**config.mk**
```make
export PLATFORM = sky130hd
export DESIGN_NAME = i2c_reg_bank
export DESIGN_NICKNAME = d
export VERILOG_FILES = /design/src/rtl/i2c_reg_bank.sv
export SDC_FILE = /design/constraint.sdc
export NUM_CORES = 1
export LEC_CHECK = 0
export CORE_UTILIZATION = 46
export DETAILED_ROUTE_END_ITERATION = 8
export PLACE_DENSITY_LB_ADDON = 0.2
export SKIP_LAST_GASP = 1
export SLEW_MARGIN = 20
export SYNTH_ARGS = -nofsm -noshare
export SYNTH_HDL_FRONTEND = slang
export SYNTH_SLANG_ARGS = --single-unit
```
**constraint.sdc**
```tcl
create_clock -name clk -period 3.71 [get_ports clk]
set_clock_uncertainty 0.1 [all_clocks]
set_input_delay 0.5565 -clock clk [delete_from_list [all_inputs] [get_ports clk]]
set_output_delay 0.5565 -clock clk [all_outputs]
set_load 0.05 [all_outputs]
```
**src/rtl/i2c_reg_bank.sv**
```systemverilog
// i2c_reg_bank: I2C byte register bank; first write byte sets ptr, then data to cfg_out (RW) / status_in (RO) with auto-increment, reads on tx_req
module i2c_reg_bank #(
  parameter int NUM_REGS = 16,
  parameter int RO_BASE = 8,
  parameter logic [7:0] RESET_VAL = 8'h00
) (
  input  logic                              clk,
  input  logic                              reset,
  input  logic                              addr_hit,
  input  logic                              rw,
  input  logic [7:0]                        rx_data,
  input  logic                              rx_valid,
  input  logic                              tx_req,
  input  logic                              stop,
  input  logic [8*(NUM_REGS-RO_BASE)-1:0]   status_in,
  output logic [7:0]                        tx_data,
  output logic [8*RO_BASE-1:0]              cfg_out,
  output logic                              wr_strobe,
  output logic [7:0]                        wr_addr,
  output logic [7:0]                        ptr
);
  typedef enum logic [1:0] {IDLE, PTR, WDATA, RDATA} state_t;
  state_t state, state_n;
  logic data_ok, ptr_ld, wdata, wr_en, rd, rd_bad;
  logic [7:0] rd_byte;
  always_comb begin
    state_n = addr_hit ? (rw ? RDATA : PTR) : stop ? IDLE : (state == PTR && rx_valid) ? WDATA : state;
    data_ok = !addr_hit && !stop;
    ptr_ld = data_ok && rx_valid && state == PTR;
    wdata = data_ok && rx_valid && state == WDATA;
    wr_en = wdata && ptr < 8'(RO_BASE);
    rd = data_ok && tx_req && state == RDATA;
    rd_bad = data_ok && tx_req && state != RDATA;
    rd_byte = 8'hFF;
    for (int i = 0; i < RO_BASE; i++) if (ptr == 8'(i)) rd_byte = cfg_out[8*i +: 8];
    for (int i = 0; i < NUM_REGS - RO_BASE; i++) if (ptr == 8'(RO_BASE + i)) rd_byte = status_in[8*i +: 8];
  end
  always_ff @(posedge clk) begin
    if (reset) begin
      state <= IDLE;
      cfg_out <= {RO_BASE{RESET_VAL}};
      tx_data <= 8'h00;
      ptr <= 8'h00;
      wr_strobe <= 1'b0;
      wr_addr <= 8'h00;
    end else begin
      state <= state_n;
      wr_strobe <= wr_en;
      if (wr_en) wr_addr <= ptr;
      for (int i = 0; i < RO_BASE; i++) if (wr_en && ptr == 8'(i)) cfg_out[8*i +: 8] <= rx_data;
      if (ptr_ld) ptr <= rx_data;
      else if (wdata || rd) ptr <= ptr + 8'd1;
      if (rd) tx_data <= rd_byte;
      else if (rd_bad) tx_data <= 8'hFF;
    end
  end
endmodule

```
# Word-level counts from Yosys, hierarchy flattened
# Index checks and enable logic that the tools add are counted.
# classes
mux	24
n_addsub	1
magnitude_cmp	1
multipliers	0
n_reduce_logical	24
bitwise	0
n_eq_ne	19
n_shift	0
div	0
# ops
operator	n
8-bit 2-to-1 mux	20
8-bit by 4-bit equality test with 1-bit output (second input constant)	8
8-bit by 3-bit equality test with 1-bit output (second input constant)	4
1-bit logical AND	17
8-bit by 2-bit equality test with 1-bit output (second input constant)	2
8-bit by 1-bit adder with 8-bit output (second input constant)	1
8-bit by 1-bit equality test with 1-bit output (second input constant)	1
8-bit logical NOT	1
8-bit by 4-bit < comparator with 1-bit output (second input constant)	1
2-bit 2-to-1 mux	4
2-bit equality test (second input constant)	2
2-bit nonzero test	2
3-bit nonzero test	1
2-bit by 1-bit equality test with 1-bit output (second input constant)	1
1-bit logical NOT	2
2-bit != test (second input constant)	1
1-bit logical OR	1
# word_totals
regBits	91
mem_count	0
mem_bits_rw	0
elab_cells	82
mem_bits_ro	0
out_inout_bits	89
latch_bits	0
inputBits	79

# Logic depth before layout (Yosys ltp)
# Gate-level depths: netlist of run 1.
# logic_depth
word_depth	18
ltp_mapped	10
ltp_nobuf	8

# Worst setup path before layout of run 1
# Ideal clock, no wire load.
# synth_path
kind	register to register
startpoint	register ptr[4]
endpoint	register cfg_out[10]
setup_ps	128
slack_ps	880
t_required_ps	3482
path_buffers	1
path_stages_with_launch	7
period_less_slack_ps	2830
arrival_time_ps	2603
path_cell_list	dfxtp_1 or4_4 or4_4 buf_6 nor4_4 mux2i_1 nor2_1
# synth_via
elab_chain_cells	3
word_cells_on_any_way	4
classes_between	1 x order compare; 1 x eq/ne; 2 x reduce/logical
# synth_rtl
element	line	source
start: declaration	20	output logic [7:0] ptr
start signal: assignment	51	if (ptr_ld) ptr <= rx_data;
start signal: assignment	52	else if (wdata || rd) ptr <= ptr + 8'd1;
8-bit by 4-bit < comparator with 1-bit output	31	wr_en = wdata && ptr < 8'(RO_BASE);
1-bit logical AND	31	
1-bit logical AND (*)	50	for (int i = 0; i < RO_BASE; i++) if (wr_en && ptr == 8'(i)) cfg_out[8*i +: 8] <= rx_data;
end signal: assignment	41	cfg_out <= {RO_BASE{RESET_VAL}};
end: declaration	17	output logic [8*RO_BASE-1:0] cfg_out,
# Every way passes the cells marked *; elsewhere a longest branch is shown, timed or not.
# A chain may end at the register's enable or synchronous reset.

# Worst setup path after layout of run 1
# layout_path
startpoint	register ptr[0]
endpoint	register tx_data[3]
# layout_via
elab_chain_cells	18
word_cells_on_any_way	33
classes_between	15 x eq/ne; 17 x mux; 1 x reduce/logical
# layout_rtl
element	line	source
8-bit logical NOT	35	for (int i = 0; i < RO_BASE; i++) if (ptr == 8'(i)) rd_byte = cfg_out[8*i +: 8];
8-bit 2-to-1 mux (8 in series)	35	
8-bit 2-to-1 mux (7 in series)	36	for (int i = 0; i < NUM_REGS - RO_BASE; i++) if (ptr == 8'(RO_BASE + i)) rd_byte = status_in[8*i +: 8];
8-bit 2-to-1 mux (*)	36	
8-bit 2-to-1 mux (*)	53	if (rd) tx_data <= rd_byte;
end signal: assignment	53	
end: declaration	16	output logic [7:0] tx_data,
# Marks and branches as above.

==> results_dict.tcl, run 1 <==
set metrics [dict create \
    run_status "complete, no violations" \
    max_clock_freq_ghz 0.312 \
    remaining_drc_errors 0 \
    slew_viol_final 0 \
    grt_max_degree 87 \
    grt-ovfl-total 0 \
    crit_fanout 15 \
    synth_top_family_by_area "simple AND/OR/NAND/NOR gates" \
    clkLatencyLatePin_ps 370 \
    crit_top_cell "inv_1" \
    synth_top_area_share_pct 37.0 \
    vias 5413 \
    synth_top_cells_by_count "nor2_1 (108), dfxtp_1 (91), mux2i_1 (59)" \
    fin_crit_ps 3210 \
    ff2ff_setup_slack_ps 500 \
    layout.nets 842 \
    syn_inst 607 \
    drt_iter0_drc 630 \
    ys_types 59 \
    ir_drop_uv 202 \
    crit_type "flop to flop" \
    synth_most_common_cell "nor2_1" \
    rsz0062_at_grt "no" \
    rows 37 \
    tightest_slew_ps 905 \
    syn_area_um2 4930 \
    ys_seq_area_share_pct 37.0 \
    clock-root-buffer "clkbuf_8" \
    yosys.area_share.simple_pct 23.6 \
    postCtsSetupBuffers 0 \
    antenna_found_initial 0 \
    die-area_um2 11100 \
    muxShareOfSynthArea_pct 12.0 \
    cts_tree "yes" \
    gp_congestion 0.977 \
    synth_edf_count 0 \
    ctsHoldBuffers 0 \
    clk_transition_reported_paths_ps 100 \
    end_kind "flop" \
    cap_violations 0 \
    cts_resized 0 \
    ys_warn_count 0 \
    synth_compound_area_share_pct 20.4 \
    setup_viol 0 \
    clock_path_buffers 2 \
    layout-drive-gt1-share_pct 7.07 \
    async_reset_ff_share_pct 0 \
    syn_nets 690 \
    ys.flop_type "dfxtp_1" \
    die_x_um 105 \
    place_hpwl_mm 12.9 \
    slowest_delay_ps 680 \
    fin_hold_ws_ps 370 \
    placeableCoreArea_um2 10400 \
    cts_sinks 91 \
    diodes 0 \
    synth_top_area_cell "dfxtp_1" \
    wl_per_cell_um 19.9 \
    portBuffers 167 \
    syn_to_final_growth_pct 41.2 \
    synth_xor_area_share_pct 1.24 \
    powerDensity_nw_per_um2 300 \
    io_pins 168 \
    cp_top_family "compound AO/OA/AOI/OAI gates" \
    grt_pass1_wl_mm 27.4 \
    arrival_ps 3420 \
    synthAdderAreaFrac_pct 1.02 \
    grt_pass1_vias 5085 \
    cts.htree.levels 3 \
    synth_area_leaders "dfxtp_1 (37%), mux2i_1 (12%), nor2_1 (8.2%), nand2_1 (3.4%), a21oi_1 (3.1%)" \
    tns_ps 0 \
    start_kind "flop" \
    antenna_left 0 \
    hold_class "flop to flop" \
    p_leak_nw 2.50 \
    numCtsBuffers 9 \
    wl_mm 17.9 \
    ys_ff_latch 91 \
    chipHeight_um 105 \
    start_util_pct 47.5 \
    via_per_inst 6.01 \
    max-slew-margin-rel_pct 39.7 \
    period_share_pct 86.4 \
    path_buf_inv 3 \
    crit_chain "inv_1 -> ha_1 -> inv_1 -> a31oi_1 -> and3_1 -> a2111oi_0 -> buf_4 -> a21boi_0 -> o31a_1" \
    grt_use_total_pct 31.6 \
    cp.required_ps 3930 \
    finalHoldViolCount 0 \
    dr.pass1.iters 6 \
    slowest_stage "a2111oi_0" \
    syn_avg_cell_area_um2 8.12 \
]
-- worst paths after layout --
check,from,endpoint,cells past startpoint
max,ptr[0],tx_data[3],9
min,wr_addr[3],wr_addr[3],1
max reg2reg,ptr[0],tx_data[3],9
min reg2reg,wr_addr[3],wr_addr[3],1
-- state kept, by name (all words and copies together), names as in the netlist --
register and cells:
state 2, cfg_out 64, wr_addr 8, wr_strobe 1
tx_data 8, ptr 8
-- per-layer routing --
layer / GRT usage [%] / part of all wire, %
met1: 42.1 / 42
met5: 0 / 0
met2: 52.2 / 46
met3: 6.56 / 10
met4: 7.74 / 1.6
-- cell type report --
type,count,area (um^2)
clock buffer,10,138
clock inverter,6,77.6
fill,838,3410
inverter,12,45.0
multi-input combinational,455,2870
sequential,91,1820
tap,136,170
timing repair buffer,190,1840
-- cells in the final DEF (no fill, tap or decap), types with 5 or more instances in the layout --
| cell type | instances |
|---|---|
| dfxtp_1 | 91 |
| nand3b_1 | 10 |
| xor2_1 | 6 |
| and2_1 | 8 |
| clkdlybuf4s50_1 | 166 |
| a21oi_1 | 31 |
| nor3_1 | 11 |
| a2111oi_0 | 5 |
| inv_1 | 11 |
| a31oi_1 | 12 |
| buf_4 | 23 |
| nand2_1 | 45 |
| mux2i_1 | 59 |
| nor2_1 | 108 |
| and3_1 | 7 |
| o21ai_0 | 21 |
| a32o_1 | 6 |
| nand2b_1 | 8 |
| o21a_1 | 10 |
| clkbuf_8 | 10 |
| a211oi_1 | 13 |
| nand3_1 | 16 |
-- worst reg2reg max path: stages (launching register included) --
cell and delay, ps:
dfxtp_1 470, inv_1 120, ha_1 240, inv_1 420
a31oi_1 150, and3_1 260, a2111oi_0 680, buf_4 220
a21boi_0 320, o31a_1 180
-- where the power goes --
part / switching, mW / total [mW] / internal (mW)
sequential: 0.00827 / 0.994 / 0.986
combinational: 0.188 / 0.348 / 0.160
clock: 0.402 / 0.747 / 0.345
-- metrics by stage --
stage / util (%) / total power, mW / area (um^2) / instances / setup WS, ps
6_report: 67.1 / 2.09 / 6960 / 900 / 503
5_1_grt: 67.1 / 2.16 / 6960 / 900 / 362
4_1_cts: 67.1 / 2.09 / 6960 / 900 / 497
3_5_place_dp: 65.0 / 1.36 / 6740 / 884 / 464
3_3_place_gp: 65.0 / 1.35 / 6740 / 884 / 535
2_1_floorplan: - / 1.19 / 4930 / 607 / 880
-- cells by family (layout without fill, tap and decap cells) --
family,Yosys count,after routing
AND/OR/NAND/NOR,241,241
buffers and inverters,61,218
XOR/XNOR,7,7
adder cells (fa/ha/maj),4,4
flip-flops,91,91
AO/OA/AOI/OAI,144,144
multiplexers,59,59
Power figures use the tool's default switching activity.
==> run 2: changes to the inputs <==
--- a/config.mk
+++ b/config.mk
@@ -5,7 +5,9 @@
 export SDC_FILE = /design/constraint.sdc
 export NUM_CORES = 1
 export LEC_CHECK = 0
-export CORE_UTILIZATION = 46
+export CAP_MARGIN = 20
+export CORE_MARGIN = 1.5
+export CORE_UTILIZATION = 40
 export DETAILED_ROUTE_END_ITERATION = 8
 export PLACE_DENSITY_LB_ADDON = 0.2
 export SKIP_LAST_GASP = 1
==> run 2 against run 1 <==
Flip-flop and latch count unchanged. First-iteration DRC count increased by 0.16%. Setup slack better by 220 ps. Final area increased by 1.5%. Utilization shrank 8.3 points. Highest routed layer unchanged.
==> results_dict.tcl, run 2 (synthesized netlist as in run 1, its figures left out) <==
set metrics [dict create \
    grt_pass1_wl_mm 28.2 \
    via_per_inst 5.84 \
    arrival_ps 3160 \
    r2r_start "ptr[1]" \
    vias 5313 \
    cts.htree.levels 3 \
    grt-ovfl-total 0 \
    r2r_end "tx_data[1]" \
    clock-root-buffer "clkbuf_16" \
    layout_common_cells "clkdlybuf4s50_1 (166), nor2_1 (108), dfxtp_1 (91)" \
    place_hpwl_mm 13.3 \
    ff2ff_setup_slack_ps 730 \
    placeableCoreArea_um2 12000 \
    crit_type "flop to flop" \
    hold_class "flop to flop" \
    setup_viol 0 \
    cts_resized 0 \
    tns_ps 0 \
    cts_sinks 91 \
    cp-endpoint "tx_data[1]" \
    crit_fanout 28 \
    max-slew-margin-rel_pct 37.6 \
    grt_use_total_pct 28.6 \
    antenna_left 0 \
    ir_drop_uv 366 \
    p_leak_nw 2.54 \
    clock_path_buffers 2 \
    portBuffers 167 \
    io_pins 168 \
    run_status "complete, no violations" \
    ctsHoldBuffers 0 \
    cts_tree "yes" \
    die-area_um2 13000 \
    tightest_slew_ps 936 \
    numCtsBuffers 9 \
    start_util_pct 41.0 \
    rows 40 \
    grt_pass1_vias 5174 \
    clkLatencyLatePin_ps 350 \
    wl_per_cell_um 20.7 \
    cp.required_ps 3890 \
    layout-drive-gt1-share_pct 6.82 \
    die_x_um 114 \
    finalHoldViolCount 0 \
    rsz0062_at_grt "no" \
    antenna_found_initial 0 \
    clk_transition_reported_paths_ps 60 \
    powerDensity_nw_per_um2 327 \
    cap_violations 0 \
    reg2regPathDepth 8 \
    postCtsSetupBuffers 0 \
    grt_max_degree 87 \
    largest_register "cfg_out" \
    gp_congestion 0.956 \
    fin_crit_ps 2980 \
    final_common_cell "clkdlybuf4s50_1" \
    dr.pass1.iters 5 \
    period_share_pct 80.4 \
    chipHeight_um 114 \
    syn_to_final_growth_pct 43.4 \
    largest_reg_flops 64 \
    wl_mm 18.8 \
    end_kind "flop" \
    drt_iter0_drc 631 \
    diodes 0 \
    remaining_drc_errors 0 \
    slew_viol_final 0 \
    crit_start "ptr[1]" \
    max_clock_freq_ghz 0.335 \
    finalPower_mw 2.31 \
    start_kind "flop" \
    layout.nets 841 \
]
[run 2: metal layers]
metal	vias up	share of wire [%]	wire, um	global-route usage (%)
met5	-	0	0	0
met1	2487	43	8140	37.5
li1	2488	-	-	-
met2	309	46	8660	46.2
met3	29	8.9	1670	7.23
met4	0	1.8	346	8.92
[run 2: how the worst min path moves through the flow]
stage | to | from | cells past startpoint
global route | cfg_out[28] | cfg_out[28] | 2
finish | wr_addr[4] | wr_addr[4] | 1
detailed placement | wr_addr[4] | wr_addr[4] | 1
global placement | wr_addr[6] | wr_addr[6] | 1
floorplan | state[0] | state[0] | 2
CTS | wr_addr[7] | wr_addr[7] | 1
[run 2: report_power, final]
part | total (mW) | switching (mW) | internal, mW
logic | 0.352 | 0.192 | 0.160
registers | 0.996 | 0.00929 | 0.986
clock network | 0.961 | 0.382 | 0.579
total | 2.31 | 0.583 | 1.72
[run 2: final cells by class]
type,instances,area [um^2]
sequential,91,1820
clock buffer,13,270
timing repair buffer,189,1830
multi-input combinational,455,2870
clock inverter,3,43.8
fill,1070,4950
inverter,12,45.0
tap,147,184
[run 2: stage by stage]
step / setup slack [ps] / cells / area (um^2) / util [%] / hold WS (ps)
after floorplan: 880 / 607 / 4930 / - / 388
after global placement: 503 / 894 / 6750 / 56.2 / 347
after global routing: 641 / 910 / 7060 / 58.8 / 386
after CTS: 782 / 910 / 7060 / 58.8 / 373
final: 726 / 910 / 7060 / 58.8 / 366
after detailed placement: 432 / 894 / 6750 / 56.2 / 355
[run 2: critical path, cell delays in order (launching register included)]
cell and delay (ps):
dfxtp_1 370, inv_1 120, ha_1 440, inv_2 320, nor4_1 760, and2_1 240
o211ai_1 120, a32o_1 290, a31oi_1 150
==> run 3: changes to the inputs <==
==> constraint.sdc (replaced) <==
create_clock -name clk -period 3.1 [get_ports clk]
set_clock_uncertainty 0.1 [all_clocks]
set_input_delay 0.465 -clock clk [delete_from_list [all_inputs] [get_ports clk]]
set_output_delay 0.465 -clock clk [all_outputs]
set_load 0.05 [all_outputs]
==> run 3 against run 2 <==
Total power up 25%. Sequential share of layout area down 0.55 points. First-iteration DRC count down 11%. Utilization up 1.3 points. Combinational power up 22%. Register-to-register slack worse by 570 ps. Setup slack worse by 570 ps. Critical path depth unchanged. Non-clock buffer count up 12. Critical path type unchanged.
==> results_dict.tcl, run 3 (synthesized netlist as in run 1, its figures left out) <==
set metrics [dict create \
    largest_reg_flops 64 \
    cts.htree.levels 3 \
    layout_common_cells "clkdlybuf4s50_1 (165), nor2_1 (108), dfxtp_1 (91)" \
    grt-ovfl-total 0 \
    layout.nets 853 \
    slew_viol_final 0 \
    start_kind "flop" \
    antenna_found_initial 0 \
    chipHeight_um 114 \
    layout-drive-gt1-share_pct 8.27 \
    placeableCoreArea_um2 12000 \
    crit_type "flop to flop" \
    cap_violations 0 \
    period_share_pct 94.9 \
    grtUsageMet3_pct 6.27 \
    final_util_pct 60.1 \
    n_fill_cell 1103 \
    place_hpwl_mm 13.7 \
    via_per_inst 5.84 \
    clock-root-buffer "clkbuf_16" \
    run_status "complete, no violations" \
    cp.required_ps 3230 \
    max-slew-margin-rel_pct 41.4 \
    cts_tree "yes" \
    crit_fanout 8 \
    grt_pass1_vias 5096 \
    grt_use_total_pct 28.5 \
    die_x_um 114 \
    clk_transition_reported_paths_ps 60 \
    ff2ff_setup_slack_ps 160 \
    wl_per_cell_um 20.4 \
    remaining_drc_errors 0 \
    arrival_ps 3070 \
    fin_crit_ps 2940 \
    dr.pass1.iters 5 \
    io_pins 168 \
    ctsHoldBuffers 0 \
    end_kind "flop" \
    antenna_left 0 \
    tightest_slew_ps 879 \
    max_clock_freq_ghz 0.340 \
    drt_iter0_drc 564 \
    numCtsBuffers 9 \
    p_leak_nw 2.62 \
    diodes 0 \
    vias 5382 \
    ir_drop_uv 278 \
    grt_pass1_wl_mm 28.2 \
    wl_mm 18.8 \
    rows 40 \
    start_util_pct 41.0 \
    cts_sinks 91 \
    finalHoldViolCount 0 \
    postCtsSetupBuffers 0 \
    final_common_cell "clkdlybuf4s50_1" \
    powerDensity_nw_per_um2 398 \
    gr-usage-met1_pct 38.4 \
    die-area_um2 13000 \
    largest_register "cfg_out" \
    rsz0062_at_grt "no" \
    clkLatencyLatePin_ps 350 \
    busiest_layer "met2" \
    setup_viol 0 \
    clock_path_buffers 2 \
    grt_max_degree 87 \
    syn_to_final_growth_pct 46.5 \
    portBuffers 167 \
    tns_ps 0 \
    hold_class "flop to flop" \
    grtUsageMet2_pct 45.6 \
    gp_congestion 0.990 \
    cts_resized 0 \
]
[run 3: cell count changes in the layout (fill, tap and decap cells not counted), sizes merged]
| cell | change |
|---|---|
| bufinv | +2 |
| clkbuf | -2 |
| buf | +13 |
| clkdlybuf4s50 | -1 |
| inv | -1 |
[run 3: final timing paths]
kind         cells after the start         end        from
max                              8  tx_data[0]      ptr[4]
min                              1  wr_addr[7]  wr_addr[7]
max reg2reg                      8  tx_data[0]      ptr[4]
min reg2reg                      1  wr_addr[7]  wr_addr[7]
[run 3: area by class of cell]
cell class	instances	area [um^2]	share of cell area, %
multi-input cells	455	2870	39.7
repair buffers	201	1960	27.1
flip-flops and latches	91	1820	25.2
clock buffers	11	243	3.36
well taps	147	184	2.55
clock inverters	4	98.8	1.37
inverters	12	45.0	0.624
[run 3: critical path: stages, from the launching register on]
cell and delay, ps:
dfxtp_1 370, or4_4 560, or4_1 620, a221oi_1 340, a2111oi_1 120, buf_4 170, a21boi_0 140, buf_4 160
o31a_1 260
[run 3: layer usage]
| layer | wire (um) | part of all wire [%] | vias up |
|---|---|---|---|
| li1 | - | - | 2506 |
| met1 | 8410 | 45 | 2544 |
| met2 | 8450 | 45 | 300 |
| met3 | 1530 | 8.2 | 32 |
| met4 | 376 | 2.0 | 0 |
| met5 | 0 | 0 | - |
[run 3: stage by stage]
step / instances / hold WS [ps] / worst slack [ps] / power, mW / area, um^2
global placement: 906 / 343 / 124 / 1.63 / 6880
global route: 921 / 368 / 72.5 / 2.97 / 7220
finish: 921 / 358 / 158 / 2.87 / 7220
CTS: 921 / 362 / 180 / 2.89 / 7220
detailed placement: 906 / 347 / 74.2 / 1.64 / 6880
floorplan: 607 / 388 / 270 / 1.42 / 4930
[run 3: power breakdown]
group	internal, mW	switching (mW)
Clock	0.807	0.448
Combinational	0.198	0.232
Sequential	1.18	0.00937
